`config.mk`:
```
export PLATFORM = sky130hd
export DESIGN_NAME = local_field_accumulator
export DESIGN_NICKNAME = d
export VERILOG_FILES = /design/src/rtl/local_field_accumulator.sv
export SDC_FILE = /design/constraint.sdc
export NUM_CORES = 1
export LEC_CHECK = 0
export CELL_PAD_IN_SITES_DETAIL_PLACEMENT = 0
export CELL_PAD_IN_SITES_GLOBAL_PLACEMENT = 1
export CORE_AREA = 2 2 122 124
export CTS_BUF_LIST = sky130_fd_sc_hd__clkbuf_16
export CTS_CLUSTER_DIAMETER = 80
export CTS_CLUSTER_SIZE = 40
export DETAILED_ROUTE_END_ITERATION = 10
export DIE_AREA = 0 0 124 126
export PLACE_DENSITY = 0.93
export SLEW_MARGIN = 5
export SYNTH_ARGS = -nofsm -noshare
export SYNTH_HDL_FRONTEND = slang
export SYNTH_SLANG_ARGS = --single-unit
```
`constraint.sdc`:
```
create_clock -name clk -period 13.2 [get_ports clk]
set_clock_uncertainty 0.15 [all_clocks]
set_input_delay 3.96 -clock clk [delete_from_list [all_inputs] [get_ports clk]]
set_output_delay 3.96 -clock clk [all_outputs]
set_load 0.03 [all_outputs]
```
`src/rtl/local_field_accumulator.sv`:
```
// Local field accumulator: sums the lanes of each product vector, accumulates BEATS vectors with
// per-addition saturation, then holds the field, spin decision and flip flag under valid/ready.
module local_field_accumulator #(
    parameter int unsigned word_size  = 4,
    parameter int unsigned array_size = 51,
    parameter int unsigned BEATS      = 2,
    parameter int unsigned acc_width  = 12
) (
    input  logic                                          clk,
    input  logic                                          rst,
    input  logic [((array_size - 5) / 2)*word_size-1:0]   product_vector,
    input  logic                                          in_valid,
    output logic                                          in_ready,
    input  logic                                          spin_current,
    output logic                                          out_valid,
    input  logic                                          out_ready,
    output logic [acc_width-1:0]                          field,
    output logic                                          spin_next,
    output logic                                          flip
);

    localparam int unsigned L  = (array_size - 5) / 2;
    localparam int unsigned SW = acc_width + $clog2(L);
    localparam int unsigned CW = (BEATS > 1) ? $clog2(BEATS) : 1;

    localparam logic [0:0] StAcc  = 1'b0;
    localparam logic [0:0] StDone = 1'b1;

    localparam logic signed [SW:0] SatMax = {{(SW - acc_width + 2){1'b0}}, {(acc_width - 1){1'b1}}};
    localparam logic signed [SW:0] SatMin = {{(SW - acc_width + 2){1'b1}}, {(acc_width - 1){1'b0}}};

    logic [0:0]                  state_q;
    logic [CW-1:0]               beat_cnt_q;
    logic signed [acc_width-1:0] acc_q;
    logic                        spin_q;

    logic signed [SW-1:0]        lane_sum;
    logic signed [acc_width-1:0] acc_base;
    logic signed [SW:0]          sum_wide;
    logic signed [acc_width-1:0] acc_sat;
    logic                        first_beat;
    logic                        last_beat;
    logic                        xfer;
    logic                        spin_eff;
    logic                        decision;

    assign in_ready   = (state_q == StAcc) && !rst;
    assign out_valid  = (state_q == StDone);
    assign xfer       = in_valid && in_ready;
    assign first_beat = (beat_cnt_q == '0);
    assign last_beat  = (beat_cnt_q == CW'(BEATS - 1));
    // The spin in effect is the one latched on beat 0, which is the live input during beat 0.
    assign spin_eff   = first_beat ? spin_current : spin_q;

    always_comb begin
        lane_sum = '0;
        for (int i = 0; i < L; i++) begin
            lane_sum = lane_sum + SW'($signed(product_vector[word_size*i +: word_size]));
        end
    end

    always_comb begin
        acc_base = first_beat ? '0 : acc_q;
        sum_wide = (SW + 1)'(acc_base) + (SW + 1)'(lane_sum);
        if (sum_wide > SatMax) begin
            acc_sat = SatMax[acc_width-1:0];
        end else if (sum_wide < SatMin) begin
            acc_sat = SatMin[acc_width-1:0];
        end else begin
            acc_sat = acc_width'(sum_wide);
        end
    end

    always_comb begin
        if (acc_sat[acc_width-1]) begin
            decision = 1'b0;
        end else if (|acc_sat) begin
            decision = 1'b1;
        end else begin
            decision = spin_eff;
        end
    end

    always_ff @(posedge clk) begin
        if (rst) begin
            state_q    <= StAcc;
            beat_cnt_q <= '0;
            acc_q      <= '0;
            spin_q     <= 1'b0;
            field      <= '0;
            spin_next  <= 1'b0;
            flip       <= 1'b0;
        end else begin
            case (state_q)
                StAcc: begin
                    if (xfer) begin
                        acc_q <= acc_sat;
                        if (first_beat) begin
                            spin_q <= spin_current;
                        end
                        if (last_beat) begin
                            beat_cnt_q <= '0;
                            state_q    <= StDone;
                            field      <= acc_sat;
                            spin_next  <= decision;
                            flip       <= decision ^ spin_eff;
                        end else begin
                            beat_cnt_q <= beat_cnt_q + CW'(1);
                        end
                    end
                end
                default: begin
                    if (out_ready) begin
                        state_q <= StAcc;
                    end
                end
            endcase
        end
    end

endmodule

```
==> reports/metrics.yaml, run 1 <==
run_status: "complete, no violations"
syn-cell-area_um2: 5887
clk_pin_slew_ps: 50
num_antenna_cells: 0
post_cts_buffers: 0
start_util: 0.4113
routabilityCongestion: 0.8157
synth_area_per_cell_um2: 9.666
multiInputGateArea_um2: 4502
critPathKind: "in -> reg"
place_inst: 894
maxSlewViolCount: 0
hold_viol: 0
yosys_warnings: 0
cp_cell_sequence: "clkdlybuf4s50_1, fa_1, fa_1, inv_1, fa_1, fa_1, inv_1, fa_1, fa_1, inv_1, fa_1, inv_1, ha_1, fa_1, a211oi_1, o211ai_1, a21oi_1, nor2_1, a311o_1, o31a_1, nor2_4, a31oi_1"
synthDistinctLibCells: 43
nets: 989
cpPeakStageDelay_ps: 910
first_pass_iters: 4
synthToLayoutAreaGrowth_pct: 25.27
dieArea_um2: 15620
crit_family: "adder cells"
coreArea_um2: 14310
synth_top_area_frac: 0.5067
rr_startpoint: "beat_cnt_q"
synth_area_leader_cell: "fa_1"
setup_viol: 0
clk_latency_ps: 270
io_buffers: 112
grt_pass1_vias: 4514
fin_crit_sh: 0.8666
worstPathArrival_ps: 11410
wire_per_inst_um: 13.00
grt_setup_unrepaired: "no"
num_rows: 44
ctsHoldBuffers: 0
path_buf_inv: 5
h-tree-depth: 2
post-route-min-period_ps: 11440
cts_tree: "built"
tns_ps: 0
ys_seq_elements: 29
endpoint_kind: "flop"
drv_cap: 0
syn_nets: 881
grtUsageTotal: 0.1647
fin_cells: 902
synthCells: 609
cpMaxStageDelayCell: "clkdlybuf4s50_1"
drcViolationCount: 0
critPathMaxFanout: 23
drive_gt1_frac: 0.02228
clock.fmax_mhz: 87.42
clock_path_buffers: 2
clockRootBuffer: "clkbuf_16"
final_antenna_net_count: 0
required_ps: 13170
final.fill_count: 1304
ios: 113
cts_resized: 0
cts_sinks: 29
tightest_slew_ps: 769.4
hold_path_startpoint: "field[11]"
grt_max_degree: 29
die_w_um: 124
maxSlewHeadroom: 0.4871
grt_pass1_wl_um: 20820
grt_antenna_before_repair: 0
drt_iter0_drc: 141
min-delay-path-class: "reg -> reg"
netlist_top_cells_area: "fa_1 (51%), inv_1 (13%), dfxtp_1 (9.9%), ha_1 (5.5%), a31oi_1 (2.8%)"
routed_wl_um: 11730
cp_common_cell: "fa_1"
via_per_inst: 4.641
seq_area_frac_synth: 0.09862
cp-startpoint: "product_vector[87]"
die_y_um: 126
dp_hpwl_um: 10520
overflow: 0
cts-buffers-inserted: 5
worst_setup_path_start_kind: "input pin"
num_vias: 4186
seq_area_um2: 580.6
[layer usage]
layer	vias to the layer above	wire, µm	GRT usage
met4	0	114	0.02181
li1	2044	-	-
met3	10	759	0.02672
met5	-	0	0
met1	2043	4847	0.2167
met2	89	6007	0.2925
[kinds of logic after synthesis]
group	share of synthesized area
simple gates	0.07056
buf+inv	0.1367
compound gates	0.1097
xor+xnor	0.02083
fa+ha+maj	0.5620
flops	0.09862
mux	0.001700
[metrics by stage]
stage          worst slack [ps]    util  instance area (µm²)  hold slack (ps)
2_1_floorplan              2734       -                 5887            318.6
6_report                   1761  0.5152                 7375            341.3
3_5_place_dp               1484  0.5019                 7184            331.2
5_1_grt                    1298  0.5152                 7375            373.8
3_3_place_gp               1591  0.5019                 7184            329.8
4_1_cts                    1761  0.5152                 7375            345.8
[cells in the mapped netlist]
master / n
inv_1: 197
fa_1: 149
dfxtp_1: 29
a21oi_1: 26
a31oi_1: 26
ha_1: 26
nand2_1: 21
o21ai_0: 18
nor2_1: 15
and2_1: 14
clkbuf_1: 9
xnor2_1: 9
nor3_1: 6
and3_1: 5
nor2b_1: 5
xor2_1: 5
a211oi_1: 4
a21o_1: 4
nand2b_1: 4
o2111ai_1: 4
o21a_1: 3
o31a_1: 3
or2_2: 3
a311o_1: 2
buf_6: 2
nand3_1: 2
o21bai_1: 2
a2111oi_4: 1
a211o_1: 1
a311oi_1: 1
a31o_2: 1
buf_2: 1
clkinv_1: 1
mux2i_1: 1
nand4bb_1: 1
nor2_4: 1
nor4_1: 1
nor4bb_1: 1
o211ai_1: 1
o21ai_1: 1
o21ai_2: 1
o2bb2ai_1: 1
or4_1: 1
[cells in the final DEF, fill, tap and decap left out, types with 5 or more instances in the layout]
master,Yosys,routed
xnor2_1,9,9
nor2b_1,5,5
and2_1,14,14
dfxtp_1,29,29
o21ai_0,18,18
inv_1,197,197
fa_1,149,149
clkbuf_16,0,5
a31oi_1,26,26
clkdlybuf4s50_1,0,112
a21oi_1,26,26
nor2_1,15,15
and3_1,5,5
xor2_1,5,5
ha_1,26,26
nor3_1,6,6
nand2_1,21,21
[final cells by class]
cell class,count,area share
repair buffers,113,0.1530
clock buffers,5,0.01697
clock inverters,3,0.008823
well taps,184,0.03122
multi-input cells,370,0.6105
flip-flops and latches,29,0.07872
inverters,198,0.1008
[worst paths after layout]
path | depth (start not counted) | to | slack [ps]
hold reg to reg | 1 | field[11] | 340
setup / recovery | 22 | field[6] | 1760
hold / removal | 1 | field[11] | 340
setup reg to reg | 22 | field[6] | 5580
[worst register-to-register path, stage by stage (launching register included)]
cell	delay [ps]
dfxtp_1	630
and2_1	240
fa_1	440
fa_1	510
inv_1	50
fa_1	450
fa_1	510
inv_1	50
fa_1	460
fa_1	550
inv_1	50
fa_1	530
inv_1	40
ha_1	210
fa_1	420
a211oi_1	420
o211ai_1	230
a21oi_1	220
nor2_1	60
a311o_1	290
o31a_1	330
nor2_4	440
a31oi_1	160
[state kept, by name, summed over array words and instances (netlist names)]
signal	cells
beat_cnt_q	1
field	12
spin_next	1
flip	1
acc_q	12
out_valid	1
spin_q	1
Power of run 1 is not shown: default switching activity piles up to over one toggle a cycle in this logic, so the estimate is an artifact.
==> inputs of run 2 (changes only) <==
--- a/config.mk
+++ b/config.mk
@@ -7,13 +7,13 @@
 export LEC_CHECK = 0
 export CELL_PAD_IN_SITES_DETAIL_PLACEMENT = 0
 export CELL_PAD_IN_SITES_GLOBAL_PLACEMENT = 1
-export CORE_AREA = 2 2 122 124
+export CORE_AREA = 2 2 128 130
 export CTS_BUF_LIST = sky130_fd_sc_hd__clkbuf_16
 export CTS_CLUSTER_DIAMETER = 80
 export CTS_CLUSTER_SIZE = 40
 export DETAILED_ROUTE_END_ITERATION = 10
-export DIE_AREA = 0 0 124 126
-export PLACE_DENSITY = 0.93
+export DIE_AREA = 0 0 130 132
+export PLACE_DENSITY = 0.9
 export SLEW_MARGIN = 5
 export SYNTH_ARGS = -nofsm -noshare
 export SYNTH_HDL_FRONTEND = slang
==> constraint.sdc (replaced) <==
create_clock -name clk -period 9.6 [get_ports clk]
set_clock_uncertainty 0.15 [all_clocks]
set_input_delay 2.88 -clock clk [delete_from_list [all_inputs] [get_ports clk]]
set_output_delay 2.88 -clock clk [all_outputs]
set_load 0.03 [all_outputs]
==> run 2 against run 1 <==
Die area up 9.8%. Cell count up 12%. Via count up 9.6%. Sequential share of layout area down 1.1 points. First-iteration DRC count up 28%. Non-clock buffer count up 71. Clock-buffer cell count unchanged. Sequential cell count unchanged. Utilization up 2.7 points.
==> reports/metrics.yaml, run 2 (synthesized netlist as in run 1, its figures left out) <==
final_cell_mix: "inv_1 (172), fa_1 (134), clkdlybuf4s50_1 (80), buf_4 (54), dfxtp_1 (29)"  # was inv_1 (197), fa_1 (149), clkdlybuf4s50_1 (112), dfxtp_1 (29)
dp_hpwl_um: 11320  # was 10520 µm
worst_setup_path_start_kind: "input pin"  # unchanged
cpPeakStageDelay_ps: 610  # was 910 ps
drive_gt1_frac: 0.2117  # was 0.02228
die_y_um: 132  # was 126 µm
cpMaxStageDelayCell: "fa_2"  # was clkdlybuf4s50_1
hold_viol: 0  # unchanged
start_util: 0.3747  # was 0.4113
first_pass_iters: 4  # unchanged
clock_path_buffers: 2  # unchanged
drt_iter0_drc: 181  # was 141
grt_antenna_before_repair: 2  # was 0
run_status: "complete, no violations"  # unchanged
synthToLayoutAreaGrowth_pct: 44.63  # was 25.27%
tns_ps: 0  # unchanged
final_antenna_net_count: 0  # unchanged
r2r_end: "acc_q[8]"  # was field[6]
drcViolationCount: 0  # unchanged
place_inst: 977  # was 894
cts_tree: "built"  # unchanged
r2r_slack_ps: 2410  # was 5580 ps
tightest_slew_ps: 741.5  # was 769.4 ps
num_vias: 4587  # was 4186
cp-startpoint: "product_vector[47]"  # was product_vector[87]
maxSlewHeadroom: 0.5057  # was 0.4871
grtUsageTotal: 0.1653  # was 0.1647
nets: 1060  # was 989
cts_sinks: 29  # unchanged
stdcell_area_um2: 8514  # was 7375 µm²
ios: 113  # unchanged
wire_per_inst_um: 13.83  # was 13.00 µm
ff2ff_path_depth: 25  # was 22
clockRootBuffer: "clkbuf_16"  # unchanged
die_w_um: 130  # was 124 µm
rr_startpoint: "beat_cnt_q"  # unchanged
hold_path_startpoint: "field[11]"  # unchanged
critPathKind: "in -> reg"  # unchanged
drv_cap: 0  # unchanged
final_util: 0.5419  # was 0.5152
worstHoldEndpoint: "field[11]"  # unchanged
critPathMaxFanout: 5  # was 23
reg_top3: "acc_q x12, field x12"  # unchanged
dieArea_um2: 17160  # was 15620 µm²
cp_cell_sequence: "dlygate4sd2_1, fa_1, inv_2, fa_1, buf_6, fa_1, fa_2, buf_6, buf_4, fa_2, fa_1, fa_1, inv_2, ha_4, buf_6, and3_4, nand3_4, buf_4, a311o_1, o31a_1, nor2_4, buf_6, clkbuf_16, a31oi_1"  # was clkdlybuf4s50_1, fa_1, fa_1, inv_1, fa_1, fa_1, inv_1, fa_1, fa_1, inv_1, fa_1, inv_1, ha_1, fa_1, a211oi_1, o211ai_1, a21oi_1, nor2_1, a311o_1, o31a_1, nor2_4, a31oi_1
overflow: 0  # unchanged
fin_cells: 1007  # was 902
required_ps: 9590  # was 13170 ps
worstPathArrival_ps: 9410  # was 11410 ps
grt_pass1_vias: 4983  # was 4514
coreArea_um2: 15710  # was 14310 µm²
dpl-instance-area_um2: 7645  # was 7184 µm²
endpoint_kind: "flop"  # unchanged
routabilityCongestion: 0.8344  # was 0.8157
cp_common_cell: "fa_1"  # unchanged
routed_wl_um: 13930  # was 11730 µm
setup_viol: 0  # unchanged
min-delay-path-class: "reg -> reg"  # unchanged
h-tree-depth: 2  # unchanged
maxSlewViolCount: 0  # unchanged
via_per_inst: 4.555  # was 4.641
clk_latency_ps: 270  # about the same
min_path_cells: 1  # unchanged
final_common_cell: "inv_1"  # unchanged
grt_max_degree: 29  # unchanged
num_rows: 46  # was 44
post-route-min-period_ps: 9426
clock.fmax_mhz: 106.1
cts-buffers-inserted: 5  # unchanged
grt_pass1_wl_um: 23090  # was 20820 µm
io_buffers: 112  # unchanged
fin_crit_sh: 0.9818
clk_pin_slew_ps: 50  # about the same
## run 2: per-stage QoR
step / hold WS [ps] / setup WS (ps)
2_1_floorplan: 318.6 / 214.2
3_3_place_gp: 328.5 / -370.9
6_report: 336.0 / 174.4
5_1_grt: 365.9 / -6.404
4_1_cts: 340.1 / -0.2824
3_5_place_dp: 327.6 / -407.3
## run 2: per-layer routing
layer,GRT usage,wire [µm],vias up
li1,-,-,2192
met1,0.2147,5575,2281
met2,0.2946,7496,102
met3,0.03003,696,12
met4,0.02031,160,0
met5,0,0,-
## run 2: layout make-up
cell class                      instances  area, µm²
Multi-Input combinational cell        370       4883
Antenna cell                            2      5.005
Tap cell                              216      270.3
Clock buffer                            5      125.1
Inverter                              198      743.2
Sequential cell                        29      580.6
Clock inverter                          3      65.06
Timing Repair Buffer                  184       1842
Fill cell                            1344       7198
## run 2: worst max-delay path: cells and delay by family
| kind | cells | cell delay, ps |
|---|---|---|
| AO/OA/AOI/OAI | 3 | 750 |
| adder cells (fa/ha/maj) | 8 | 4040 |
| buffers and inverters | 10 | 1300 |
| AND/OR/NAND/NOR | 3 | 420 |
## run 2: what timing repair did
action | CTS | global route
setup endpoints to repair | 24 | 24
hold buffers | 0 | 0
gates cloned | 1 | 1
gates resized for setup | 29 | 113
setup buffers | 11 | 10
pin swaps | 18 | 94
## run 2: how the worst max path moves through the flow
stage | cells past startpoint | slack (ps) | to
global placement | 22 | -370 | flip
CTS | 22 | -0.3 | acc_q[10]
finish | 24 | 170 | acc_q[8]
detailed placement | 22 | -410 | flip
floorplan | 23 | 210 | acc_q[0]
global route | 23 | -6 | acc_q[4]
Power of run 2 is left out for the same reason.
==> inputs of run 3 (changes only) <==
--- a/config.mk
+++ b/config.mk
@@ -14,6 +14,7 @@
 export DETAILED_ROUTE_END_ITERATION = 10
 export DIE_AREA = 0 0 130 132
 export PLACE_DENSITY = 0.9
+export REMOVE_ABC_BUFFERS = 1
 export SLEW_MARGIN = 5
 export SYNTH_ARGS = -nofsm -noshare
 export SYNTH_HDL_FRONTEND = slang
==> run 3 against run 2 <==
First-iteration DRC count shrank 35%. Design area is 1.7% lower. Critical path depth shrank 1. Register-to-register slack about the same. Via count down 1.4%. Die area unchanged. Hold slack improved by 3.3 ps. Global-route usage shrank 0.46 points. Maximum frequency is essentially flat. Wire length decreased by 3.7%.
==> reports/metrics.yaml, run 3 (synthesized netlist as in run 1, its figures left out) <==
first_pass_iters: 4  # unchanged
wire_per_inst_um: 13.36  # was 13.83 µm
run_status: "complete, no violations"  # unchanged
grt_pass1_wl_um: 22500  # was 23090 µm
drv_cap: 0  # unchanged
cp_common_cell: "fa_1"  # unchanged
critPathMaxFanout: 6  # was 5
hold_viol: 0  # unchanged
clock.fmax_mhz: 106.1  # about the same
grtUsageTotal: 0.1607  # was 0.1653
grt_antenna_before_repair: 2  # unchanged
dr_wl_met2_um: 6946  # was 7496 µm
required_ps: 9570  # was 9590 ps
post-route-min-period_ps: 9424  # was 9426 ps
clk_latency_ps: 270  # about the same
stdcell_area_um2: 8373  # was 8514 µm²
worstPathArrival_ps: 9390  # was 9410 ps
r2r_slack_ps: 2410  # about the same
ios: 113  # unchanged
cp_cell_sequence: "dlymetal6s2s_1, fa_1, inv_1, fa_1, buf_4, fa_2, fa_2, buf_6, buf_4, fa_1, fa_1, fa_1, inv_2, ha_4, a21o_1, o21ai_1, o2bb2ai_1, a311o_1, a311o_1, o31a_1, nor2_4, clkbuf_16, a31oi_1"  # was dlygate4sd2_1, fa_1, inv_2, fa_1, buf_6, fa_1, fa_2, buf_6, buf_4, fa_2, fa_1, fa_1, inv_2, ha_4, buf_6, and3_4, nand3_4, buf_4, a311o_1, o31a_1, nor2_4, buf_6, clkbuf_16, a31oi_1
critPathKind: "in -> reg"  # unchanged
fin_crit_sh: 0.9817  # was 0.9818
num_rows: 46  # unchanged
synthToLayoutAreaGrowth_pct: 42.23  # was 44.63%
final_cell_mix: "inv_1 (166), fa_1 (122), clkdlybuf4s50_1 (70), buf_4 (59), dlymetal6s2s_1 (39)"  # was inv_1 (172), fa_1 (134), clkdlybuf4s50_1 (80), buf_4 (54), dfxtp_1 (29)
endpoint_kind: "flop"  # unchanged
cts-buffers-inserted: 5  # unchanged
clockRootBuffer: "clkbuf_16"  # unchanged
drcViolationCount: 0  # unchanged
die_y_um: 132  # unchanged
routed_wl_um: 13410  # was 13930 µm
via_per_inst: 4.507  # was 4.555
place_inst: 982  # was 977
wl_met1_um: 5626  # was 5575 µm
setup_viol: 0  # unchanged
reg_top3: "acc_q x12, field x12"  # unchanged
h-tree-depth: 2  # unchanged
clk_pin_slew_ps: 50  # about the same
hold_slack_ps: 339.3  # was 336.0 ps
final_common_cell: "inv_1"  # unchanged
routabilityCongestion: 0.7971  # was 0.8344
die_w_um: 130  # unchanged
maxSlewHeadroom: 0.4087  # was 0.5057
io_buffers: 112  # unchanged
cpPeakStageDelay_ps: 660  # was 610 ps
crit_family: "adder cells"  # unchanged
cpMaxStageDelayCell: "fa_2"  # unchanged
cts_tree: "built"  # unchanged
maxSlewViolCount: 0  # unchanged
grt_pass1_vias: 4857  # was 4983
drt_iter0_drc: 118  # was 181
worst_setup_path_start_kind: "input pin"  # unchanged
highest_layer: "met5"  # was met4
min-delay-path-class: "reg -> reg"  # unchanged
coreArea_um2: 15710  # unchanged
dr_wl_met3_um: 780  # was 696 µm
fin_cells: 1004  # was 1007
cts_sinks: 29  # unchanged
nets: 1058  # was 1060
overflow: 0  # unchanged
grt_max_degree: 29  # unchanged
tightest_slew_ps: 886.9  # was 741.5 ps
clock_path_buffers: 2  # unchanged
num_vias: 4525  # was 4587
dieArea_um2: 17160  # unchanged
path_buf_inv: 7  # was 10
final_antenna_net_count: 0  # unchanged
final_util: 0.5329  # was 0.5419
start_util: 0.3747  # unchanged
dpl-instance-area_um2: 7682  # was 7645 µm²
dp_hpwl_um: 11270  # was 11320 µm
drive_gt1_frac: 0.2186  # was 0.2117
## run 3: cell count changes in the layout (fill, tap and decap cells not counted), moves of 3 or more
| cell | before | now |
|---|---|---|
| fa_2 | 15 | 27 |
| inv_2 | 25 | 31 |
| clkdlybuf4s50_1 | 80 | 70 |
| buf_6 | 14 | 6 |
| buf_4 | 54 | 59 |
| fa_1 | 134 | 122 |
| dlymetal6s2s_1 | 28 | 39 |
| dlygate4sd2_1 | 4 | 0 |
| o2111ai_1 | 0 | 3 |
| clkbuf_2 | 0 | 3 |
| inv_1 | 172 | 166 |
## run 3: path summary, 6_finish.rpt
check,start,depth (start not counted),end
max,product_vector[15],23,field[6]
min reg2reg,acc_q[11],2,acc_q[11]
max reg2reg,beat_cnt_q,23,field[6]
min,acc_q[11],2,acc_q[11]
## run 3: tightest hold or removal path: cells and delay by family, from the launching register on
kind,cells,cell delay (ps)
AND/OR/NAND/NOR,1,90
AO/OA/AOI/OAI,1,50
flip-flops,1,300
## run 3: area by class of cell
| type | instances | area [µm²] |
|---|---|---|
| inverters | 198 | 748.2 |
| fillers | 1361 | 7340 |
| well taps | 216 | 270.3 |
| multi-input cells | 370 | 4785 |
| flip-flops and latches | 29 | 580.6 |
| repair buffers | 182 | 1824 |
| diodes | 1 | 2.502 |
| clock buffers | 5 | 125.1 |
| clock inverters | 3 | 37.54 |
## run 3: metal layers
| layer | track usage | vias to the layer above |
|---|---|---|
| met5 | 0 | - |
| met4 | 0.01792 | 2 |
| met3 | 0.02760 | 6 |
| met2 | 0.2850 | 100 |
| met1 | 0.2118 | 2230 |
| li1 | - | 2187 |
## run 3: per-stage QoR
step | setup TNS [ps] | setup WS [ps]
detailed placement | -9694 | -418.3
global route | -234.4 | -24.66
CTS | 0 | 17.76
floorplan | 0 | 98.60
global placement | -7546 | -323.7
finish | 0 | 175.8
## run 3: what timing repair did
item | CTS | global route
pin swaps | 7 | 57
endpoints found under the hold margin | 0 | 0
resized for setup | 11 | 135
hold buffers | 0 | 0
cloned | 0 | 3
setup buffers | 6 | 6
setup endpoints to repair | 24 | 25
Power of run 3 is left out for the same reason.
